File: src/rtl/uart_pkg.sv
`default_nettype none
// ============================================================================
// Module   : uart_pkg
// Purpose  : Opcodes, reply codes and FSM state type for the UART responder.
// Revision : 1.0 - initial release
// ============================================================================
package uart_pkg;

    localparam logic [7:0] OP_WR = 8'h57;
    localparam logic [7:0] OP_RD = 8'h52;
    localparam logic [7:0] ACK   = 8'h06;
    localparam logic [7:0] NAK   = 8'h15;

    typedef enum logic [2:0] {
        IDLE  = 3'd0,
        GET_A = 3'd1,
        GET_D = 3'd2,
        EXEC  = 3'd3,
        SEND  = 3'd4
    } resp_state_t;

endpackage
`default_nettype wire

File: src/rtl/uart_cmd_responder_if.sv
`default_nettype none
// ============================================================================
// Module   : uart_cmd_responder_if
// Purpose  : FIFO-side handshake between the UART core and the command responder.
// Revision : 1.0 - initial release
// ============================================================================
interface uart_cmd_responder_if #(
    parameter int W_DATA = 8
);
    logic [W_DATA-1:0] rd_data;
    logic              Rx_empty;
    logic              parity_error;
    logic              framing_error;
    logic              Tx_full;
    logic              rd_uart;
    logic              wr_uart;
    logic [W_DATA-1:0] wr_data;

    // master = responder (host side), slave = UART core
    modport master (
        input  rd_data, Rx_empty, parity_error, framing_error, Tx_full,
        output rd_uart, wr_uart, wr_data
    );

    modport slave (
        output rd_data, Rx_empty, parity_error, framing_error, Tx_full,
        input  rd_uart, wr_uart, wr_data
    );
endinterface
`default_nettype wire

File: src/rtl/uart_regfile.sv
`default_nettype none
// ============================================================================
// Module   : uart_regfile
// Purpose  : N_REGS x W_DATA register file, sync write, comb read, flat bus out.
// Revision : 1.0 - initial release
// ============================================================================
module uart_regfile #(
    parameter int W_DATA = 8,
    parameter int N_REGS = 8
) (
    input  wire logic                     clk,
    input  wire logic                     rst_n,
    input  wire logic                     i_we,
    input  wire logic [W_DATA-1:0]        i_addr,
    input  wire logic [W_DATA-1:0]        i_wdata,
    output logic      [W_DATA-1:0]        o_rdata,
    output logic      [N_REGS*W_DATA-1:0] o_reg_bus
);

    logic [W_DATA-1:0] r_regs [N_REGS];

    // Full-width address match: out-of-range addresses hit no register.
    always_ff @(posedge clk) begin
        if (!rst_n) begin
            for (int i = 0; i < N_REGS; i++) begin
                r_regs[i] <= '0;
            end
        end else if (i_we) begin
            for (int i = 0; i < N_REGS; i++) begin
                if (32'(i_addr) == 32'(i)) begin
                    r_regs[i] <= i_wdata;
                end
            end
        end
    end

    always_comb begin
        o_rdata = '0;
        for (int i = 0; i < N_REGS; i++) begin
            if (32'(i_addr) == 32'(i)) begin
                o_rdata = r_regs[i];
            end
        end
    end

    for (genvar g = 0; g < N_REGS; g++) begin : g_bus
        assign o_reg_bus[g*W_DATA +: W_DATA] = r_regs[g];
    end

endmodule
`default_nettype wire

File: src/rtl/uart_cmd_responder.sv
`default_nettype none
// ============================================================================
// Module   : uart_cmd_responder
// Purpose  : Executes WRITE/READ command frames from the UART Rx FIFO on a
//            register file and pushes one reply byte per frame to the Tx FIFO.
// Revision : 1.0 - initial release
// ============================================================================
module uart_cmd_responder
    import uart_pkg::*;
#(
    parameter int W_DATA  = 8,
    parameter int N_REGS  = 8,
    parameter int TIMEOUT = 50000
) (
    input  wire logic                     clk,
    input  wire logic                     rst_n,
    uart_cmd_responder_if.master          bus,
    output logic      [N_REGS*W_DATA-1:0] reg_bus,
    output logic                          busy,
    output logic                          cmd_err
);

    localparam int c_TW = (TIMEOUT > 2) ? $clog2(TIMEOUT) : 1;

    resp_state_t       r_state;
    logic [W_DATA-1:0] r_op;
    logic [W_DATA-1:0] r_addr;
    logic [W_DATA-1:0] r_data;
    logic [W_DATA-1:0] r_reply;
    logic              r_nak;
    logic              r_line_err;
    logic [c_TW-1:0]   r_tcnt;

    logic              w_pop_state;
    logic              w_wait_state;
    logic              w_pop;
    logic              w_push;
    logic              w_timeout;
    logic              w_addr_ok;
    logic              w_exec_ok;
    logic              w_is_wr;
    logic              w_is_op;
    logic              w_we;
    logic [W_DATA-1:0] w_rdata;

    assign w_pop_state  = (r_state == IDLE) || (r_state == GET_A) || (r_state == GET_D);
    assign w_wait_state = (r_state == GET_A) || (r_state == GET_D);

    // Strobes are gated by rst_n so nothing is popped or pushed while in reset.
    assign w_pop     = rst_n && w_pop_state && !bus.Rx_empty;
    assign w_push    = rst_n && (r_state == SEND) && !bus.Tx_full;
    assign w_timeout = rst_n && w_wait_state && !w_pop && (r_tcnt == c_TW'(TIMEOUT - 1));

    assign w_addr_ok = 32'(r_addr) < 32'(N_REGS);
    assign w_exec_ok = w_addr_ok && !r_line_err;
    assign w_is_wr   = (r_op == W_DATA'(OP_WR));
    assign w_is_op   = (bus.rd_data == W_DATA'(OP_WR)) || (bus.rd_data == W_DATA'(OP_RD));
    assign w_we      = (r_state == EXEC) && w_exec_ok && w_is_wr;

    uart_regfile #(
        .W_DATA (W_DATA),
        .N_REGS (N_REGS)
    ) u_regfile (
        .clk       (clk),
        .rst_n     (rst_n),
        .i_we      (w_we),
        .i_addr    (r_addr),
        .i_wdata   (r_data),
        .o_rdata   (w_rdata),
        .o_reg_bus (reg_bus)
    );

    always_ff @(posedge clk) begin
        if (!rst_n) begin
            r_state    <= IDLE;
            r_op       <= '0;
            r_addr     <= '0;
            r_data     <= '0;
            r_reply    <= '0;
            r_nak      <= 1'b0;
            r_line_err <= 1'b0;
            r_tcnt     <= '0;
        end else begin
            if ((r_state != IDLE) && (bus.parity_error || bus.framing_error)) begin
                r_line_err <= 1'b1;
            end

            if (w_pop) begin
                r_tcnt <= '0;
            end else if (w_wait_state) begin
                r_tcnt <= r_tcnt + c_TW'(1);
            end

            case (r_state)
                IDLE: begin
                    if (w_pop) begin
                        r_op       <= bus.rd_data;
                        r_line_err <= 1'b0;
                        if (w_is_op) begin
                            r_state <= GET_A;
                        end else begin
                            r_reply <= W_DATA'(NAK);
                            r_nak   <= 1'b1;
                            r_state <= SEND;
                        end
                    end
                end

                GET_A: begin
                    if (w_pop) begin
                        r_addr  <= bus.rd_data;
                        r_state <= w_is_wr ? GET_D : EXEC;
                    end else if (w_timeout) begin
                        r_state <= IDLE;
                    end
                end

                GET_D: begin
                    if (w_pop) begin
                        r_data  <= bus.rd_data;
                        r_state <= EXEC;
                    end else if (w_timeout) begin
                        r_state <= IDLE;
                    end
                end

                EXEC: begin
                    if (!w_exec_ok) begin
                        r_reply <= W_DATA'(NAK);
                        r_nak   <= 1'b1;
                    end else if (w_is_wr) begin
                        r_reply <= W_DATA'(ACK);
                        r_nak   <= 1'b0;
                    end else begin
                        r_reply <= w_rdata;
                        r_nak   <= 1'b0;
                    end
                    r_state <= SEND;
                end

                SEND: begin
                    if (w_push) begin
                        r_state <= IDLE;
                    end
                end

                default: r_state <= IDLE;
            endcase
        end
    end

    assign bus.rd_uart = w_pop;
    assign bus.wr_uart = w_push;
    assign bus.wr_data = r_reply;
    assign busy        = rst_n && (r_state != IDLE);
    // r_nak distinguishes a NAK reply from a READ that happens to return 0x15.
    assign cmd_err     = (w_push && r_nak) || w_timeout;

endmodule
`default_nettype wire

File: src/flat_wrapper.sv
// flat-port wrapper written by rule: the top's interface ports become plain ports
module uart_cmd_responder_flat import uart_pkg::*;
#(
    parameter int W_DATA  = 8,
    parameter int N_REGS  = 8,
    parameter int TIMEOUT = 50000
)
  (clk, rst_n, reg_bus, busy, cmd_err, bus_rd_data, bus_Rx_empty, bus_parity_error, bus_framing_error, bus_Tx_full, bus_rd_uart, bus_wr_uart, bus_wr_data);
  uart_cmd_responder_if #(.W_DATA(W_DATA)) bus_i ();
  input  wire logic clk;
  input  wire logic rst_n;
  output logic      [N_REGS*W_DATA-1:0] reg_bus;
  output logic busy;
  output logic cmd_err;
  input wire logic [$bits(bus_i.rd_data)-1:0] bus_rd_data;
  input wire logic [$bits(bus_i.Rx_empty)-1:0] bus_Rx_empty;
  input wire logic [$bits(bus_i.parity_error)-1:0] bus_parity_error;
  input wire logic [$bits(bus_i.framing_error)-1:0] bus_framing_error;
  input wire logic [$bits(bus_i.Tx_full)-1:0] bus_Tx_full;
  output wire logic [$bits(bus_i.rd_uart)-1:0] bus_rd_uart;
  output wire logic [$bits(bus_i.wr_uart)-1:0] bus_wr_uart;
  output wire logic [$bits(bus_i.wr_data)-1:0] bus_wr_data;
  assign bus_i.rd_data = bus_rd_data;
  assign bus_i.Rx_empty = bus_Rx_empty;
  assign bus_i.parity_error = bus_parity_error;
  assign bus_i.framing_error = bus_framing_error;
  assign bus_i.Tx_full = bus_Tx_full;
  assign bus_rd_uart = bus_i.rd_uart;
  assign bus_wr_uart = bus_i.wr_uart;
  assign bus_wr_data = bus_i.wr_data;
  uart_cmd_responder #(.W_DATA(W_DATA), .N_REGS(N_REGS), .TIMEOUT(TIMEOUT)) u_core (.clk(clk), .rst_n(rst_n), .bus(bus_i), .reg_bus(reg_bus), .busy(busy), .cmd_err(cmd_err));
endmodule
File: config.mk
export PLATFORM = sky130hd
export DESIGN_NAME = uart_cmd_responder_flat
export DESIGN_NICKNAME = d
export VERILOG_FILES = /design/src/rtl/uart_pkg.sv /design/src/rtl/uart_cmd_responder_if.sv /design/src/rtl/uart_regfile.sv /design/src/rtl/uart_cmd_responder.sv /design/src/flat_wrapper.sv
export SDC_FILE = /design/constraint.sdc
export NUM_CORES = 1
export LEC_CHECK = 0
export ABC_AREA = 0
export BUFFER_PORTS_ARGS = -buffer_cell sky130_fd_sc_hd__buf_4
export CAP_MARGIN = 20
export CORE_MARGIN = 3
export CORE_UTILIZATION = 58
export CTS_BUF_LIST = sky130_fd_sc_hd__clkbuf_2 sky130_fd_sc_hd__clkbuf_4 sky130_fd_sc_hd__clkbuf_8
export DETAILED_ROUTE_END_ITERATION = 7
export PLACE_DENSITY = 0.82
export SETUP_SLACK_MARGIN = 0.5
export SLEW_MARGIN = 30
export SYNTH_ARGS = -nofsm -noshare
export SYNTH_HDL_FRONTEND = slang
export SYNTH_SLANG_ARGS = --single-unit
File: constraint.sdc
create_clock -name clk -period 3.2 [get_ports clk]
set_input_delay 0.16 -clock clk [delete_from_list [all_inputs] [get_ports clk]]
set_output_delay 0.16 -clock clk [all_outputs]
set_load 0.05 [all_outputs]
# Word-level counts from Yosys, hierarchy flattened
# Memories as Yosys holds them, arrays and structs flattened.
# Index checks and enable logic that the tools add are counted.
[totals] wordCells=140 memories=1 ramBits=64 output_inout_bits=76 regBits=53
[classes] add_sub_neg=1 magnitude_cmp=1 n_reduce_logical=33 eq_ne=18 muxes=69 bitwise_logic=9
[mem_list] name="u_core.u_regfile.r_regs" depth=8 word_bits=8 rd=8 rd_ports_with_merged_regs=0 write_ports=8 line_no="uart_regfile.sv:20" rtl="logic [W_DATA-1:0] r_regs [N_REGS];"
[ops] cell="$mux W8" count=20
[ops] cell="$mux W1" count=40
[ops] cell="$eq A8 B3 Y1 const B" count=4
[ops] cell="$eq A8 B7 Y1 const B" count=3
[ops] cell="$mux W3" count=6
[ops] cell="$add A16 B1 Y16 const B" count=1
[ops] cell="$eq A16 B16 Y1 const B" count=1
[ops] cell="$eq A8 B2 Y1 const B" count=2
[ops] cell="$pmux W8 S2" count=1
[ops] cell="$pmux W3 S5" count=1
[ops] cell="$logic_and A1 B1 Y1" count=13
[ops] cell="$eq A8 B1 Y1 const B" count=1
[ops] cell="$logic_not A8 Y1" count=1
[ops] cell="$lt A8 B4 Y1 const B" count=1
[ops] cell="$or A1 B1 Y1" count=8
[ops] cell="$reduce_and A2 Y1" count=4
[ops] cell="$eq A3 B2 Y1 const B" count=2
[ops] cell="$logic_or A1 B1 Y1" count=6
[ops] cell="$logic_not A1 Y1" count=4
[ops] cell="$ne A2 B1 Y1 const B" count=2
[ops] cell="$eq A3 B1 Y1 const B" count=1
[ops] cell="$eq A3 B3 Y1 const B" count=1
[ops] cell="$logic_not A3 Y1" count=1
[ops] cell="$reduce_and A3 Y1" count=1
[ops] cell="6 further kinds" count=6

# Logic depth before layout (Yosys ltp)
[logic_depth] depth_word=12 ltp_mapped=7

# Hierarchy
# From an unflattened synthesis, not the netlist that was laid out.
[hier_totals] hier_cells=521 area_unflattened_um2=5345.1
[by_module_without_submodules] mod="uart_regfile" area_each_um2=3041.7 cells_each=244 instances=1
[by_module_without_submodules] mod="uart_cmd_responder" area_each_um2=2303.5 cells_each=277 instances=1

# Worst setup path after synthesis
# OpenSTA, ideal clock, no wires.
[synth_timing] kind="flip-flop to output port" from="reg u_core.r_state[1]" to="out cmd_err" slack_ns=0.100 path_buffers=1 t_arrival_ns=2.940 required_time_ns=3.040 path_stages_with_launch=5 cell_sequence="dfxtp_1 > clkbuf_1 > nand2b_1 > nor4b_1 > a21o_1"
[synth_lines] item="start, declared" line_no="uart_cmd_responder.sv:25" rtl="resp_state_t r_state;"
[synth_lines] item="start signal, assigned" line_no="uart_cmd_responder.sv:112" rtl="r_state <= w_is_wr ? GET_D : EXEC;"
[synth_lines] item="$eq A3 B3 Y1" line_no="uart_cmd_responder.sv:51" rtl="assign w_push = rst_n && (r_state == SEND) && !bus.Tx_full;"
[synth_lines] item="$logic_and A1 B1 Y1 (2 in a row)" line_no="uart_cmd_responder.sv:51"
[synth_lines] item="net bus_wr_uart" line_no="flat_wrapper.sv:21" rtl="output wire logic [$bits(bus_i.wr_uart)-1:0] bus_wr_uart;"
[synth_lines] item="$logic_and A1 B1 Y1" line_no="uart_cmd_responder.sv:157" rtl="assign cmd_err = (w_push && r_nak) || w_timeout;"
[synth_lines] item="$logic_or A1 B1 Y1" line_no="uart_cmd_responder.sv:157"
[synth_lines] item="end, declared" line_no="flat_wrapper.sv:14" rtl="output logic cmd_err;"
# The timed path passes the listed nets, and every way through them passes these cells.

# Worst setup path after layout
[layout_timing] from="reg u_core.r_tcnt[11]" to="out cmd_err"
[layout_via] elab_chain_cells=3
[layout_rtl] item="start, declared" line_no="uart_cmd_responder.sv:32" rtl="logic [c_TW-1:0] r_tcnt;"
[layout_rtl] item="start signal, assigned" line_no="uart_cmd_responder.sv:91" rtl="r_tcnt <= r_tcnt + c_TW'(1);"
[layout_rtl] item="$eq A16 B16 Y1" line_no="uart_cmd_responder.sv:52" rtl="assign w_timeout = rst_n && w_wait_state && !w_pop && (r_tcnt == c_TW'(TIMEOUT - 1));"
[layout_rtl] item="$logic_and A1 B1 Y1" line_no="uart_cmd_responder.sv:52"
[layout_rtl] item="$logic_or A1 B1 Y1" line_no="uart_cmd_responder.sv:157"
# No other way between the ends.

==> results.ini <==
[synthesis]
synth_cells=494
synth_seq_area_share_pct=56.90
synthesis.nets=509
ys_async_sr_fraction_pct=0
netlist_area_um2=5243
synth_cell_types=62
avgSynthCellArea_um2=10.61
yosys-top-cells-area=edfxtp_1 37%, dfxtp_1 20%, nor2_1 5.4%
ys_warn_count=0
synth_enable_flop_cells=64
synth_common_cells=75 x nor2_1, 64 x edfxtp_1, 53 x dfxtp_1, 47 x nand2_1, 24 x nand3_1
ys_ff_latch=117
yosysTopAreaCellShare_pct=36.66
yosysTopAreaCell=edfxtp_1
yosysMostFrequentCell=nor2_1
synth_ff_type=edfxtp_1

[route]
ant_nets=0
drt_iter0_markers=347
avgRoutedWirePerCell_um=19.29
vias=4283
viasPerCell=6.084
routed_wirelength_um=13580
drc=0
firstDrtPassIters=7

[clocking]
cts_buffers=17
postCtsHoldBufs=0
cts_tree=done
htree_levels=4
clk_pin_slew_ns=0.07
cts_sinks=117
post-cts-setup-buffers=0
clock_path_buffers=2
clock_latency_ns=0.43
cts-root-buf=clkbuf_8

[worst_setup_path]
end_kind=primary output
r2r-start=u_core.r_addr[4]
cp_data_required_time_ns=3.04
rrSetupSlack_ns=0.82
worst-setup-path-type=flop to primary output
worstRegToRegCells=5
worst_r2r_endpoint=u_core.u_regfile.r_regs[0][19]
crit_fanout=3
start_kind=flop
critPathArrivalTime_ns=2.40

[global_route]
globalRouteOverflowTotal=0
grt_pass1_vias=4081
grt_pass1_wl_um=21150
antenna_found_initial=0
grt_max_degree=59
grt_util_all_layers_pct=27.74

[outcome]
status=completed

[timing]
finalHoldViolations=0
min_period_ns=2.562
fin_skew_ns=0.01506
fmax_mhz=390.3
fin_setup_tns_ns=0
worst_pin_slew_ns=0.6623
finalCritPeriodShare_pct=80.06
setup_violations=0
final-max-slew-violation-count=0
slew_headroom_pct=55.55
rsz0062_at_grt=no
hold_slack_ns=0.02639

[power_and_ir_drop]
ir_drop_mv=0.3336
p_per_area_nw_per_um2=518.5
leakage_nw=2.444

[min_path]
min_from=bus_rd_data[3]
worstHoldEndpoint=u_core.r_data[3]
hp-class=primary input to flop
min_path_cells=3

[layout]
layout-drive-gt1-share_pct=25.84
final_nets=599
synthToLayoutAreaGrowth_pct=22.32
num_antenna_cells=0
fin_area_um2=6412
final_cells=704

[floorplan]
rows=34
die_y_um=101.1
core_area_um2=8763
dieWidth_um=101.1
start_util_pct=59.82
pin_count=90
die_area_um2=10220

[placement]
placed_area_um2=6006
gp_congestion=0.9345
io_buffers=89
hpwl_um=9613
dp_cells=673

[flow_run]
drv_cap=0

## worst max-delay path by stage
| stage | startpoint | to | slack, ns | cells after the start |
|---|---|---|---|---|
| 2_1_floorplan | u_core.r_state[0] | u_core.u_regfile.r_regs[1][16] | 0.62 | 5 |
| 3_3_place_gp | u_core.r_state[0] | u_core.u_regfile.r_regs[1][0] | 0.90 | 6 |
| 3_5_place_dp | u_core.r_state[0] | u_core.u_regfile.r_regs[1][6] | 0.83 | 6 |
| 4_1_cts | u_core.r_state[0] | cmd_err | 0.50 | 6 |
| 5_1_grt | u_core.r_tcnt[11] | cmd_err | 0.58 | 5 |
| 6_report | u_core.r_tcnt[11] | cmd_err | 0.64 | 5 |
## report_power, final
group	switching [mW]	internal [mW]	leakage [nW]
Sequential	0.0316	1.62	1.08
Combinational	0.211	0.0900	1.18
Clock	0.600	0.770	0.192
## sequential cells by signal, indices dropped and copies added (netlist names)
name,flops
u_core.bus.wr_data,8
u_core.r_addr,8
u_core.r_data,8
u_core.r_line_err,1
u_core.r_nak,1
u_core.r_op,8
u_core.r_state,3
u_core.r_tcnt,16
u_core.u_regfile.r_regs,64
## repair_timing
item,in CTS,in global routing
setup endpoints to repair,1,1
resized for setup,1,2
gates cloned,0,0
## critical path, cell delays in order, from the launching register on
cell and delay [ns]:
dfxtp_1 0.34, or4_1 0.51, or4_4 0.51, nor4_4 0.30, a21o_1 0.13, buf_4 0.19
## area by class of cell
| class | instances | area (um^2) |
|---|---|---|
| Clock buffer | 18 | 241.5 |
| Fill cell | 599 | 2351 |
| Tap cell | 108 | 135.1 |
| Sequential cell | 117 | 2985 |
| Inverter | 15 | 56.30 |
| Multi-Input combinational cell | 338 | 2121 |
| Clock inverter | 13 | 160.2 |
| Timing Repair Buffer | 95 | 713.2 |
## placed cells by master (no fill, tap or decap), types with 11 or more instances in the layout
master	n
dfxtp_1	51
nor3_1	13
edfxtp_1	64
nor2b_1	12
mux2_2	12
o22ai_1	11
nor2_1	75
clkbuf_8	17
nand2_1	47
buf_4	95
inv_1	14
nand3_1	24
## logic make-up after synthesis
family	after synthesis	synth area share [%]
adders and majority gates	1	0.2386
AOI/OAI and AO/OA	77	10.14
DFF	117	56.90
buffers and inverters	39	2.959
and+or+nand+nor	222	22.08
xor gates and xnor gates	14	2.339
muxes	24	5.346
## metrics by stage
step                      worst slack (ns)  power [mW]  utilization, %
after floorplan                     0.6173       1.877               -
after global placement              0.9039       1.980           68.53
after detailed placement            0.8332       1.985           68.53
after CTS                           0.5034       3.332           73.13
after global routing                0.5800       3.423           73.17
final                               0.6380       3.325           73.17
## metal layers
layer | vias up | GRT usage [%] | wire length, um
met1 | 2025 | 36.25 | 5244
met4 | 0 | 11.96 | 376
met3 | 39 | 6.713 | 1280
met2 | 243 | 44.06 | 6678
li1 | 1976 | - | -
met5 | - | 0 | 0
No activity file was read; power rests on OpenSTA's default activity.
